==> config.mk <==
export PLATFORM = sky130hd
export DESIGN_NAME = cp0_intc
export DESIGN_NICKNAME = d
export VERILOG_FILES = /design/src/rtl/cp0_intc.sv
export SDC_FILE = /design/constraint.sdc
export NUM_CORES = 1
export LEC_CHECK = 0
export CAP_MARGIN = 30
export CORE_ASPECT_RATIO = 0.5
export CORE_UTILIZATION = 48
export CTS_CLUSTER_SIZE = 12
export DETAILED_ROUTE_END_ITERATION = 10
export PLACE_DENSITY = 0.89
export SYNTH_ARGS = -nofsm -noshare
export SYNTH_HDL_FRONTEND = slang
export SYNTH_SLANG_ARGS = --single-unit
==> constraint.sdc <==
create_clock -name clk_i -period 2.5 [get_ports clk_i]
set_input_delay 0.25 -clock clk_i [delete_from_list [all_inputs] [get_ports clk_i]]
set_output_delay 0.25 -clock clk_i [all_outputs]
set_load 0.02 [all_outputs]
==> src/rtl/cp0_intc.sv <==
// Coprocessor-0 with interrupt controller and Count/Compare timer for the 5-stage MIPS core.
// Holds SR/Cause/EPC/PRId/Count/Compare and raises the M-stage flush/redirect request.
module cp0_intc #(
    parameter int unsigned NUM_HWINT   = 5,
    parameter int unsigned SYNC_STAGES = 2,
    parameter int unsigned COUNT_DIV   = 1,
    parameter logic [31:0] PRID        = 32'h0000_7C01
) (
    input  logic                 clk_i,
    input  logic                 rst_ni,
    input  logic                 en_i,
    input  logic [4:0]           addr_i,
    input  logic [31:0]          wdata_i,
    output logic [31:0]          rdata_o,
    input  logic [31:0]          vpc_i,
    input  logic                 bd_in_i,
    input  logic [4:0]           exc_code_in_i,
    input  logic [NUM_HWINT-1:0] hwint_i,
    input  logic                 exl_clr_i,
    output logic [31:0]          epc_out_o,
    output logic                 req_o,
    output logic                 int_response_o
);

    localparam int unsigned PW = (COUNT_DIV > 1) ? $clog2(COUNT_DIV) : 1;
    localparam logic [5:0]  IM_MASK = 6'h20 | 6'((32'd1 << NUM_HWINT) - 32'd1);

    logic [5:0]    im_q, im_d;
    logic          exl_q, exl_d;
    logic          ie_q, ie_d;
    logic          bd_q, bd_d;
    logic [4:0]    exc_q, exc_d;
    logic          tpend_q, tpend_d;
    logic [31:0]   epc_q, epc_d;
    logic [31:0]   count_q, count_d;
    logic [31:0]   compare_q, compare_d;
    logic [PW-1:0] pre_q, pre_d;

    logic [NUM_HWINT-1:0] hw_sync;
    logic [4:0]           hw_ip;
    logic [5:0]           ip;
    logic                 int_req, exc_req, tick;
    logic [31:0]          count_inc, vpc_al;

    // Level synchroniser for the asynchronous interrupt lines
    if (SYNC_STAGES == 0) begin : g_nosync
        assign hw_sync = hwint_i;
    end else begin : g_sync
        logic [NUM_HWINT-1:0] sync_q [SYNC_STAGES];
        always_ff @(posedge clk_i or negedge rst_ni) begin
            if (!rst_ni) begin
                for (int i = 0; i < int'(SYNC_STAGES); i++) sync_q[i] <= '0;
            end else begin
                sync_q[0] <= hwint_i;
                for (int i = 1; i < int'(SYNC_STAGES); i++) sync_q[i] <= sync_q[i-1];
            end
        end
        assign hw_sync = sync_q[SYNC_STAGES-1];
    end

    assign hw_ip     = 5'(hw_sync);
    assign ip        = {tpend_q, hw_ip};
    assign int_req   = ie_q & ~exl_q & (|(ip & im_q));
    assign exc_req   = (exc_code_in_i != 5'd0) & ~exl_q;
    assign tick      = (pre_q == PW'(COUNT_DIV - 1));
    assign count_inc = count_q + 32'd1;
    assign vpc_al    = vpc_i & ~32'h3;

    assign req_o          = int_req | exc_req;
    assign int_response_o = int_req;
    assign epc_out_o      = (en_i && addr_i == 5'd14 && !req_o) ? wdata_i : epc_q;

    always_comb begin
        case (addr_i)
            5'd9:    rdata_o = count_q;
            5'd11:   rdata_o = compare_q;
            5'd12:   rdata_o = {16'b0, im_q, 8'b0, exl_q, ie_q};
            5'd13:   rdata_o = {bd_q, 15'b0, ip, 3'b0, exc_q, 2'b0};
            5'd14:   rdata_o = epc_q;
            5'd15:   rdata_o = PRID;
            default: rdata_o = 32'd0;
        endcase
    end

    // Next state: timer, then exception entry > eret > mtc0 priority
    always_comb begin
        im_d      = im_q;
        exl_d     = exl_q;
        ie_d      = ie_q;
        bd_d      = bd_q;
        exc_d     = exc_q;
        tpend_d   = tpend_q;
        epc_d     = epc_q;
        count_d   = count_q;
        compare_d = compare_q;
        pre_d     = pre_q + PW'(1);

        if (tick) begin
            pre_d   = '0;
            count_d = count_inc;
            if (count_inc == compare_q) tpend_d = 1'b1;
        end

        if (req_o) begin
            exl_d = 1'b1;
            exc_d = int_req ? 5'd0 : exc_code_in_i;
            bd_d  = bd_in_i;
            epc_d = bd_in_i ? vpc_al - 32'd4 : vpc_al;
        end else if (exl_clr_i) begin
            exl_d = 1'b0;
        end else if (en_i) begin
            case (addr_i)
                5'd9: begin
                    count_d = wdata_i;
                    pre_d   = '0;
                end
                5'd11: begin
                    compare_d = wdata_i;
                    tpend_d   = 1'b0;
                end
                5'd12: begin
                    im_d  = wdata_i[15:10] & IM_MASK;
                    exl_d = wdata_i[1];
                    ie_d  = wdata_i[0];
                end
                5'd14:   epc_d = wdata_i;
                default: ;
            endcase
        end
    end

    always_ff @(posedge clk_i or negedge rst_ni) begin
        if (!rst_ni) begin
            im_q      <= '0;
            exl_q     <= 1'b0;
            ie_q      <= 1'b0;
            bd_q      <= 1'b0;
            exc_q     <= '0;
            tpend_q   <= 1'b0;
            epc_q     <= '0;
            count_q   <= '0;
            compare_q <= 32'hFFFF_FFFF;
            pre_q     <= '0;
        end else begin
            im_q      <= im_d;
            exl_q     <= exl_d;
            ie_q      <= ie_d;
            bd_q      <= bd_d;
            exc_q     <= exc_d;
            tpend_q   <= tpend_d;
            epc_q     <= epc_d;
            count_q   <= count_d;
            compare_q <= compare_d;
            pre_q     <= pre_d;
        end
    end

endmodule

==> results_dict.tcl, run 1 <==
set metrics [dict create \
    tightest_slew_ps 689.1 \
    synth-main-ff-cell "dfrtp_1" \
    layout_common_cells "buf_4, dfrtp_1, clkdlybuf4s50_1" \
    clk_latency_ps 440 \
    antenna_found_initial 3 \
    wirelength_um 38410 \
    io_pins 150 \
    cp-end-kind "output port" \
    fmax_mhz 364.4 \
    rsz0062_at_grt "true" \
    core.rowCount 33 \
    total_power_mw 12.37 \
    hold_violations 0 \
    crit_type "reg2out" \
    synth-seq-cells 121 \
    worstSetupStartpointType "register" \
    grt_pass1_wl_um 54770 \
    setup_viol 37 \
    die_x_um 185.8 \
    gp_congestion 0.9724 \
    ys_warn_count 0 \
    synth_fp_nets 922 \
    hpwl_um 23700 \
    drive_above_1_share_pct 36.63 \
    grt_pass1_vias 9196 \
    maxSlewHeadroom_pct 54.06 \
    grtUsageTotal_pct 43.11 \
    synth_edf_count 0 \
    r2r_slack_ps -220 \
    vias 9443 \
    synth_seq_area_share_pct 37.85 \
    period_needed_ps 2744 \
    required_ps 2250 \
    syn_inst 836 \
    maxCapViolations 0 \
    grt_remaining_overflow 0 \
    crit_top_cell "buf_6" \
    fill_cells 962 \
    htree_levels 4 \
    p_leak_nw 5.295 \
    first_pass_iters 8 \
    ant_nets 0 \
    fin_ws_ps -244.2 \
    crit_arrival_ps 2490 \
    clock_sinks 121 \
    path_clk_slew_ps 60 \
    core_sq_mm 0.01643 \
    r2r_start "count_q[15]$_DFF_PN0_" \
    root_buffer "clkbuf_16" \
    start_util_pct 49.33 \
    min_path_cells 1 \
    ir_worst_vdd_v 0.0006136 \
    cp-startpoint "hw_ip[0]$_DFF_PN0_" \
    cts_max_path_buffers 2 \
    violations "negative setup slack" \
    whs_ps 248.3 \
    slowest_stage "dfrtp_1" \
    synth-async-reset-ratio_pct 100.0 \
    avgSynthCellArea_sq_um 9.697 \
    reg2reg_depth 8 \
    fin_crit_sh_pct 109.8 \
    routed_via_density 6.878 \
    grt_max_degree 49 \
    area_growth_pct 50.64 \
    io_buffers 147 \
    synth_area_sq_mm 0.008107 \
    fin_skew_ps 18.33 \
    cts_buffers 17 \
    cpPeakStageDelay_ps 420 \
    path_cells "a22oi_2, a311oi_2, nor2_4, and3_4, buf_12, buf_16, buf_6, mux2_4, buf_6" \
    status "finished, violations left" \
    drt_iter0_markers 1601 \
    timing.rr.end "tpend_q$_DFF_PN0_" \
    crit_end "epc_out_o[30]" \
    nets 1217 \
    avgRoutedWirePerCell_um 27.98 \
    die_h_um 93.90 \
    synth.distinct_cells 73 \
    p_per_area_mw_per_mm2 1013 \
    cts_tree "yes" \
    slew_viol_final 0 \
    drc 0 \
    die-area_sq_mm 0.01744 \
    critPathMaxFanout 5 \
    final_common_cell "buf_4" \
    hp-class "in2reg" \
]
-- through the flow --
step                      std cells  area, sq um  worst slack, ps  utilization (%)  setup TNS (ps)
final                          1373        12210           -244.2            74.31           -5185
after global routing           1372        12210           -281.3            74.30           -6619
after CTS                      1366        11890           -194.0            72.38           -3477
after detailed placement       1310        10900           -273.0            66.34          -15190
after global placement         1310        10900           -208.8            66.34          -11460
after floorplan                 836         8115            5.243                -               0
-- layout make-up --
type / instances / area (sq um) / area share [%]
tap: 227 / 284.0 / 2.326
multi-input combinational: 642 / 5041 / 41.28
clock inverter: 15 / 224.0 / 1.834
timing repair buffer: 340 / 3126 / 25.59
antenna: 2 / 5.005 / 0.04098
inverter: 9 / 33.78 / 0.2766
sequential: 121 / 3073 / 25.16
clock buffer: 17 / 425.4 / 3.484
-- flip-flops by register name, summed over array words and instances, names as in the netlist --
signal         count
epc_q             32
hw_ip              5
bd_q               1
compare_q         32
tpend_q            1
im_q               6
exc_q              5
g_sync.sync_q      5
exl_q              1
ie_q               1
count_q           32
-- worst min-delay path by stage --
stage	startpoint	to	slack, ps
floorplan	rst_ni	bd_q$_DFFE_PN0P_	-50
global placement	rst_ni	count_q[21]$_DFF_PN0_	310
detailed placement	rst_ni	count_q[22]$_DFF_PN0_	300
CTS	hwint_i[2]	g_sync.sync_q[7]$_DFF_PN0_	240
global route	hwint_i[1]	g_sync.sync_q[6]$_DFF_PN0_	250
finish	hwint_i[1]	g_sync.sync_q[6]$_DFF_PN0_	250
-- what timing repair did --
item | CTS | global route
endpoints found under the hold margin | 30 | 0
gates resized for setup | 244 | 100
cloned | 3 | 0
setup endpoints to repair | 78 | 58
hold buffers | 1 | 0
setup buffers | 20 | 5
pin swaps | 18 | 5
-- cell usage after synthesis (4+ instances only) --
cell      number  share of area (%)
or4_1          7               0.65
nand2_1       55                2.5
and3_1         7               0.54
xor2_1        29                3.1
a221o_1        7               0.86
nand2b_1       9               0.69
and4_1         5               0.54
clkbuf_1      38                1.8
mux2i_1       34                4.2
nor3b_1        5               0.46
o21ai_1       16               0.99
a22o_1        38                4.1
nor2_1        61                2.8
a22oi_1       21                1.9
xnor2_1       51                5.5
or3_1          9               0.69
nor3_1        15               0.93
dfstp_2       32                 10
nor4_1        12               0.93
dfrtp_1       89                 27
a21oi_1       37                2.3
mux2_2        71                9.9
inv_1          9               0.42
o211ai_1       6               0.56
buf_1          5               0.23
o21ai_0       41                2.5
nand4_2        4               0.62
buf_2         12               0.74
nand4_1       15                1.2
nand3_1       29                1.8
buf_4          7               0.65
-- worst max-delay path, delay by kind of cell (launching register included) --
kind | cells | cell delay, ps
compound gates | 2 | 420
flops | 1 | 420
mux | 1 | 300
simple gates | 2 | 410
buf+inv | 4 | 510
-- layer usage --
layer / vias up / wire length [um] / GRT usage, %
li1: 3676 / - / -
met1: 4503 / 13490 / 52.78
met2: 952 / 15920 / 63.68
met3: 306 / 6042 / 19.19
met4: 6 / 2823 / 22.40
met5: - / 136 / 2.769
-- cell families (layout without fill, tap and decap cells) --
kind of cell               Yosys count  in the layout  synth area share, %
and+or+nand+nor                    263            263                17.89
AOI/OAI and AO/OA                  188            188                16.05
DFF                                121            121                37.85
muxes                              105            105                14.06
xor gates and xnor gates            84             84                9.770
buffers and inverters               73            381                4.075
adders and majority gates            2              2               0.3086
other                                0              2                    0
-- where the power goes --
part	internal [mW]	leakage, nW	switching, mW	total (mW)
combinational	2.79	3.63	3.07	5.86
sequential	2.67	1.35	1.00	3.67
clock	1.77	0.314	1.07	2.84
total	7.23	5.30	5.14	12.4
No activity file was read; power rests on OpenSTA's default activity.
==> inputs of run 2 (changes only) <==
- CORE_UTILIZATION: 48 -> 55
- DONT_BUFFER_PORTS: default -> 1
- PLACE_DENSITY: 0.89 -> 0.85
==> results_dict.tcl, run 2 (synthesis results as in run 1) <==
set metrics [dict create \
    ant_nets 0 \
    fin_ws_ps -84.69 \
    dpl.cell_count 1079 \
    fill_cells 925 \
    largestRegisters "compare_q (32), count_q (32), epc_q (32)" \
    cts_buffers 17 \
    hold_violations 121 \
    wl_met1_um 12270 \
    top_layer "met4" \
    crit_family "simple AND/OR/NAND/NOR gates" \
    violations "negative hold slack, negative setup slack" \
    ir_worst_vdd_v 0.0005392 \
    drive_above_1_share_pct 33.20 \
    clock_sinks 121 \
    core_sq_mm 0.01396 \
    drt_iter0_markers 1164 \
    clk_latency_ps 420 \
    die-area_sq_mm 0.01526 \
    cp-end-kind "output port" \
    timing.rr.end "tpend_q$_DFF_PN0_" \
    tightest_slew_ps 832.7 \
    crit_type "reg2out" \
    slowest_stage "dfrtp_2" \
    worstSetupStartpointType "register" \
    grtUsageTotal_pct 41.04 \
    period_needed_ps 2585 \
    drc 0 \
    htree_levels 4 \
    required_ps 2250 \
    area_growth_pct 29.56 \
    nets 1049 \
    vias 8169 \
    core.rowCount 30 \
    grt_pass1_wl_um 46550 \
    critPathMaxFanout 9 \
    final_common_cell "buf_4" \
    fin_util_pct 75.22 \
    diodes 0 \
    slew_viol_final 0 \
    hp-class "in2async" \
    fin_cells 1168 \
    gp_congestion 0.9267 \
    cpPeakStageDelay_ps 450 \
    path_cells "a22oi_2, a311oi_4, nor2_4, and3_4, buf_12, mux2_4" \
    die_h_um 87.85 \
    p_leak_nw 4.361 \
    maxSlewHeadroom_pct 43.90 \
    io_buffers 0 \
    wirelength_um 31540 \
    fmax_mhz 386.9 \
    avgRoutedWirePerCell_um 27.00 \
    holdBufCountCts 43 \
    crit_buf_inv 1 \
    total_power_mw 10.84 \
    setup_viol 33 \
    r2r_start "count_q[1]$_DFF_PN0_" \
    cts_max_path_buffers 2 \
    root_buffer "clkbuf_16" \
    fin_skew_ps 11.68 \
    antenna_found_initial 0 \
    start_util_pct 58.06 \
    path_clk_slew_ps 60 \
    grt_pass1_vias 7921 \
    fin_crit_sh_pct 103.4 \
    io_pins 150 \
    layout_common_cells "buf_4, dfrtp_1, nor2_1" \
    routed_via_density 6.994 \
    wl_met3_um 3764 \
    crit_arrival_ps 2330 \
    p_per_area_mw_per_mm2 1032 \
    die_x_um 173.7 \
    path_depth 6 \
    maxCapViolations 0 \
    whs_ps -475.6 \
    hpwl_um 19930 \
    r2r_slack_ps -20 \
    status "finished, violations left" \
    wl_met2_um 13940 \
    reg2reg_depth 10 \
    grt_max_degree 122 \
    first_pass_iters 6 \
    setup_tns_ps -2161 \
    grt_remaining_overflow 0 \
    rsz0062_at_grt "true" \
    cts_tree "yes" \
]
[run 2: changes by cell type in the layout (fill, tap and decap cells not counted), sizes merged, moves of 2 or more]
cell and change:
clkdlybuf4s50 -80, buf -99, diode -2, dlygate4sd3 +42
dlygate4sd2 -25, clkdlybuf4s15 -3, bufinv -4
[run 2: layout make-up]
cell class | instances | area, sq um | area share [%]
Timing Repair Buffer | 172 | 1491 | 14.20
Tap cell | 192 | 240.2 | 2.287
Clock buffer | 19 | 442.9 | 4.217
Sequential cell | 121 | 3079 | 29.32
Multi-Input combinational cell | 642 | 5095 | 48.51
Inverter | 9 | 33.78 | 0.3217
Clock inverter | 13 | 120.1 | 1.144
[run 2: where the power goes]
part           total [mW]  internal [mW]  switching (mW)  leakage [nW]
clock network        2.43           1.40            1.03         0.270
logic                4.87           2.23            2.64          2.74
registers            3.54           2.68           0.863          1.35
[run 2: what timing repair did]
action                     CTS  global route
hold endpoints to repair   218           121
setup buffers                6             8
gates cloned                 3             0
gates resized for setup     57            36
pin swaps                    8            17
setup endpoints to repair   33            34
[run 2: worst max path at each step]
stage / startpoint / to / slack (ps)
2_1_floorplan: count_q[0]$_DFF_PN0_ / tpend_q$_DFF_PN0_ / 5
3_3_place_gp: count_q[0]$_DFF_PN0_ / tpend_q$_DFF_PN0_ / -80
3_5_place_dp: count_q[0]$_DFF_PN0_ / tpend_q$_DFF_PN0_ / -170
4_1_cts: tpend_q$_DFF_PN0_ / epc_out_o[15] / -100
5_1_grt: count_q[1]$_DFF_PN0_ / tpend_q$_DFF_PN0_ / -100
6_report: tpend_q$_DFF_PN0_ / epc_out_o[19] / -80
[run 2: layer usage]
layer  track usage, %  vias up
met5                0        -
met4            20.57        0
met3            11.37      160
met2            64.18      677
met1            53.34     4000
li1                 -     3332
[run 2: worst register-to-register path, cell delays in order (launching register included)]
cell	delay (ps)
dfrtp_2	440
ha_4	230
nand3_2	150
nor4_4	260
buf_4	180
xnor2_1	160
xnor2_1	170
a2111oi_2	290
buf_4	180
nand4_1	120
o32ai_2	250
[run 2: per-stage QoR]
stage	setup WS [ps]	instance area, sq um
after floorplan	5.243	8115
after global placement	-81.28	8982
after detailed placement	-173.1	8982
after CTS	-99.10	10340
after global routing	-98.59	10500
final	-84.69	10500
